**src/rtl/counter_pkg.sv**
```systemverilog
// Shared helpers for the wrap counter: width sizing and Gray encoding.
package counter_pkg;

    // Reflected Gray code of a 32-bit binary value.
    function automatic logic [31:0] to_gray(input logic [31:0] bin);
        return bin ^ (bin >> 1);
    endfunction

    // Bits needed to hold 0..max_value, never less than one.
    // Widened to 64 bits so max_value = 2^32-1 does not overflow on +1.
    function automatic int unsigned counter_width(input int unsigned max_value);
        longint unsigned span;
        int unsigned     w;
        span = longint'(max_value) + 64'd1;
        w    = $clog2(span);
        return (w < 1) ? 1 : w;
    endfunction

endpackage

```
**src/rtl/counter_wrap_gray_encoder.sv**
```systemverilog
// Combinational binary to Gray converter.
module gray_encoder
    import counter_pkg::*;
#(
    parameter int unsigned WIDTH = 3
) (
    input  logic [WIDTH-1:0] bin,
    output logic [WIDTH-1:0] gray
);

    logic [31:0] gray_full;

    // Encode at full package width, keeping only the live bits.
    always_comb begin
        gray_full = to_gray(32'(bin));
        gray      = gray_full[WIDTH-1:0];
    end

endmodule

```
**src/rtl/counter_wrap.sv**
```systemverilog
// Free-running up-counter with programmable step and wrap limit.
// Output is binary or Gray, chosen at elaboration.
module counter_wrap
    import counter_pkg::*;
#(
    parameter int unsigned MAX_VALUE = 7,
    parameter int unsigned INCREMENT = 1,
    parameter int unsigned GRAY      = 0
) (
    input  logic                                 clk,
    input  logic                                 reset,
    input  logic                                 enable,
    output logic [counter_width(MAX_VALUE)-1:0]  count
);

    localparam int unsigned WIDTH = counter_width(MAX_VALUE);

    if (INCREMENT < 1) begin : g_bad_inc_low
        $error("counter_wrap: INCREMENT must be at least 1");
    end
    if (INCREMENT > MAX_VALUE) begin : g_bad_inc_high
        $error("counter_wrap: INCREMENT must not exceed MAX_VALUE");
    end
    if (GRAY > 1) begin : g_bad_gray
        $error("counter_wrap: GRAY must be 0 or 1");
    end

    logic [WIDTH-1:0] bin;
    logic [WIDTH-1:0] next_bin;
    logic [WIDTH-1:0] next_count;
    logic [WIDTH-1:0] bin_plus;
    logic [32:0]      wide_sum;
    logic             wrap;

    // Overflow test runs at 33 bits; the stored sum is lossless at WIDTH
    // because a non-wrapping result never exceeds MAX_VALUE.
    always_comb begin
        wide_sum = 33'(bin) + 33'(INCREMENT);
        wrap     = (wide_sum > 33'(MAX_VALUE));
        bin_plus = bin + WIDTH'(INCREMENT);
        next_bin = bin;
        if (enable) begin
            next_bin = wrap ? '0 : bin_plus;
        end
    end

    if (GRAY == 1) begin : g_gray
        gray_encoder #(.WIDTH(WIDTH)) u_gray_encoder (
            .bin  (next_bin),
            .gray (next_count)
        );
    end else begin : g_bin
        assign next_count = next_bin;
    end

    // Binary state and encoded output update on the same edge; output is
    // taken from next_bin so it is never decoded from the bin flops.
    always_ff @(posedge clk) begin
        if (reset) begin
            bin   <= '0;
            count <= '0;
        end else begin
            bin   <= next_bin;
            count <= next_count;
        end
    end

endmodule

```
**config.mk**
```make
export PLATFORM = sky130hd
export DESIGN_NAME = counter_wrap
export DESIGN_NICKNAME = d
export VERILOG_FILES = /design/src/rtl/counter_pkg.sv /design/src/rtl/counter_wrap_gray_encoder.sv /design/src/rtl/counter_wrap.sv
export SDC_FILE = /design/constraint.sdc
export NUM_CORES = 1
export LEC_CHECK = 0
export ABC_AREA = 1
export CORE_AREA = 10 10 47 49
export DETAILED_ROUTE_END_ITERATION = 8
export DIE_AREA = 0 0 57 59
export GPL_TIMING_DRIVEN = 1
export PLACE_DENSITY = 0.3
export SYNTH_ARGS = -nofsm -noshare
export SYNTH_HDL_FRONTEND = slang
export SYNTH_SLANG_ARGS = --single-unit
```
**constraint.sdc**
```tcl
create_clock -name clk -period 1.09 [get_ports clk]
set_clock_uncertainty 0.1 [all_clocks]
set_input_delay 0.218 -clock clk [delete_from_list [all_inputs] [get_ports clk]]
set_output_delay 0.218 -clock clk [all_outputs]
set_load 0.005 [all_outputs]
```
Word level (Yosys, flattened, before mapping)
Index checks and enable logic that the tools add are counted.
{ "word_totals": {"reg_bits": 3, "latchBits": 0, "ram_bits": 0, "rom_bits": 0, "input_bits": 3, "output_inout_bits": 3, "elab_cells": 5, "mem_count": 0} }
{ "op_classes": {"add_sub_neg": 2, "n_mul": 0, "div": 0, "n_lt_le_gt_ge": 1, "eq_ne": 0, "shifts": 0, "mux": 1, "bitwise_logic": 0, "reduce_logical": 0} }
{ "ops": {"columns": ["op", "count"], "rows": [
  ["3-bit by 1-bit adder with 4-bit output, second input constant", 1],
  ["4-bit by 3-bit greater-than comparator with 1-bit output, second input constant", 1],
  ["3-bit by 1-bit adder with 3-bit output, second input constant", 1],
  ["3-bit two-way mux", 1]
]} }

Logic depth before layout (Yosys ltp)
Gate-level depths: netlist of run 1.
{ "depth": {"depth_word": 3, "mapped_depth": 5, "depth_no_buf": 5} }

Worst setup path before layout of run 1
No wires, ideal clock.
{ "synth_timing": {"path_kind": "register -> register", "start": "register bin[0]", "end": "register bin[2]", "setup_time_ns": 0.113, "arrival_ns": 0.730, "t_required_ns": 0.877, "path_slack_ns": 0.147, "stages_incl_launch_ff": 5, "path_buffers": 0, "path_cell_list": "dfxtp_1 ha_1 nand3_1 nand3_1 nor2_1"} }
{ "synth_between": {"elab_chain_len": 3} }
{ "synth_rtl": {"columns": ["item", "line_no", "text"], "rows": [
  ["start: declaration", "counter_wrap.sv:28", "logic [WIDTH-1:0] bin;"],
  ["start signal: assignment", "counter_wrap.sv:63", "bin <= next_bin;"],
  ["3-bit by 1-bit adder with 4-bit output", "counter_wrap.sv:38", "wide_sum = 33'(bin) + 33'(INCREMENT);"],
  ["4-bit by 3-bit greater-than comparator with 1-bit output", "counter_wrap.sv:39", "wrap = (wide_sum > 33'(MAX_VALUE));"],
  ["3-bit two-way mux *", "counter_wrap.sv:43", "next_bin = wrap ? '0 : bin_plus;"]
]} }
Every way passes the cells marked *; elsewhere a longest branch is shown, timed or not.
A chain may end at the register's enable or synchronous reset.

==> results of run 1 <==
==> cell type report <==
| class | count | area (um^2) | share of cell area [%] |
|---|---|---|---|
| Sequential cell | 3 | 62.6 | 22.2 |
| Clock buffer | 4 | 26.3 | 9.33 |
| Tap cell | 16 | 20.0 | 7.11 |
| Multi-Input combinational cell | 13 | 87.6 | 31.1 |
| Timing Repair Buffer | 8 | 73.8 | 26.2 |
| Inverter | 3 | 11.3 | 4.00 |
==> routing by layer <==
layer  part of all wire (%)  routed length, um  vias to the layer above
met2                     64                267                        3
li1                       -                  -                       84
met3                    5.2                 22                        0
met1                     31                131                       75
met4                      0                  0                        0
met5                      0                  0                        -
==> through the flow <==
step / power, mW / worst slack [ns] / setup TNS (ns) / cell area [um^2]
2_1_floorplan: 0.148 / 0.147 / 0 / 140
3_3_place_gp: 0.191 / -0.150 / -0.542 / 233
3_5_place_dp: 0.192 / -0.166 / -0.576 / 233
4_1_cts: 0.407 / 0.00309 / 0 / 269
5_1_grt: 0.433 / 0.000976 / 0 / 282
6_report: 0.403 / 0.0236 / 0 / 282
==> cell usage after synthesis <==
library cell | n | area (um^2)
a21oi_1 | 1 | 5.00
dfxtp_1 | 3 | 60.1
ha_1 | 1 | 12.5
inv_1 | 3 | 11.3
nand2_1 | 3 | 11.3
nand3_1 | 3 | 15.0
nor2_1 | 3 | 11.3
o21ai_0 | 1 | 5.00
xnor2_1 | 1 | 8.76
==> worst paths after layout <==
check                           start                  end  slack (ns)
setup / recovery  bin[2]$_SDFFE_PP0P_             count[2]        0.02
hold / removal                 enable  bin[1]$_SDFFE_PP0P_        0.22
setup reg to reg  bin[1]$_SDFFE_PP0P_  bin[1]$_SDFFE_PP0P_        0.05
hold reg to reg   bin[0]$_SDFFE_PP0P_  bin[0]$_SDFFE_PP0P_        0.50
==> where the power goes <==
group / internal [mW] / switching [mW] / total, mW
sequential: 0.120 / 0.00507 / 0.125
clock: 0.137 / 0.0620 / 0.199
combinational: 0.0447 / 0.0333 / 0.0781
total: 0.302 / 0.100 / 0.403
==> cells by family after synthesis <==
| group | share of synthesized area, % |
|---|---|
| xor+xnor | 6.25 |
| compound gates | 7.14 |
| buf+inv | 8.04 |
| flops | 42.9 |
| fa+ha+maj | 8.93 |
| simple gates | 26.8 |
==> timing repair <==
| item | CTS | global route |
|---|---|---|
| gates resized for setup | 12 | 8 |
| cloned | 0 | 0 |
| pin swaps | 0 | 1 |
| hold buffers | 0 | 0 |
| endpoints found under the setup margin | 3 | 4 |
==> impl_results.md, run 1 <==
* CTS sink count at 3
* Row cnt at 14
* MaxCap Viol Count at 0
* Max-slew violation count at 0
* Registers with the most flip-flops: bin (3)
* Placed cells at 43
* First-pass GRT wire length at 696 um
* Die extent in y at 59 um
* CTS tree: built
* CP Depth at 1
* DR WL/cell at 8.94 um
* Fin. Hold Viols at 0
* Clk_lat worst skew at 0.23 ns
* FF+latch count, synth at 3
* Post-synth cell types at 9
* Total GRT Usage at 2.80%
* Slew at the pin with the worst max-slew slack at 0.239 ns
* Initial antenna violation count at 0
* Max frequency at 938 MHz
* Chip width at 57 um
* Setup Viol. Count Final at 0
* Gr busiest metal: met2
* Buf/Inv on CP at 1
* PD cells at 1430 mW/mm^2
* Fill cells at 169
* Critical path arrival at 0.75 ns
* Post-DR vias/cell at 3.45
* Clock Tree Root: clkbuf_4
* Fin cells at 47
* Crit Path Class: flip-flop to output pin
* # DRC at 0
* Post-CTS Setup Repair Bufs at 0
* Vias in the first global route at 175
* Cell Chain, Critical Path: clkdlybuf4s15_2
* Routed wire length at 420 um
* Final ANT Viol Nets at 0
* Startpoint types: flip-flop
* Worst Path Required at 0.77 ns
* Highest-count cells in the layout ignoring fill and taps: nor2_1, nand3_1, inv_1, clkbuf_4
* Fin crit share at 97.8%
* YS warnings at 0
* Grt ovf at 0
* Final net count at 36
* IO buf count at 5
* VDD IR max at 0.547 mV
* Hold depth at 2
* Hpwl dp at 334 um
* Biggest register: bin
* Worst min-delay path class: input port to flip-flop
* Fin util at 20.1%
* Slowest cell on crit path: dfxtp_1
* I/O pins at 6
* Met2 Use GR at 5.27%
* Syn_area_per_cell at 7.38 um^2
* Minimum clock period at 1.07 ns
* Cell area after synthesis at 140 um^2
* Leak at 0.132 nW
* Htree depth at 1
* Vias at 162
* WHS at 0.223 ns
* Max reg flops at 3
* Core Footprint at 0.00140 mm^2
* CTS buffer count at 3
* Status: finished, final reports clean
* Initial Utilization at 10.0%
* Slowest Stage Delay on Critical Path at 0.32 ns
* Worst Path Max Fanout at 2
* Post-Syn Instances at 19
* Share of layout cells above drive strength 1 at 45.2%
* Global routing usage on met3 at 2.36%
* Area delta synth->final at 101%
* CP top delay family: flip-flops
* Iter 0 DRT Violations at 0
* Largest net degree at the start of global routing at 7
* Rel. slew slack at 84.0%
* Post-Syn Nets at 23
* Antenna Cells at 0
* GP Congestion at 0.591
* RSZ-0062 raised after global routing: no
* Met1 Resource Use GR at 1.65%
* 1st-pass router iterations at 1
* CP endpoint kind: output pin
* Register area share after synthesis at 42.9%
* Clock Tree Buf Depth at 2
* Die area at 0.00336 mm^2
* Clock Pin Slew Worst Setup and Hold Paths at 0.04 ns
* Reg2Reg Depth at 4
No activity file was read; power rests on OpenSTA's default activity.
==> run 2: changes to the inputs <==
Settings changed: ABC_CLOCK_PERIOD_IN_PS from default to 1090.
==> results of run 2 <==
Same layout as run 1: the final DEF is identical, and so are final timing and power.
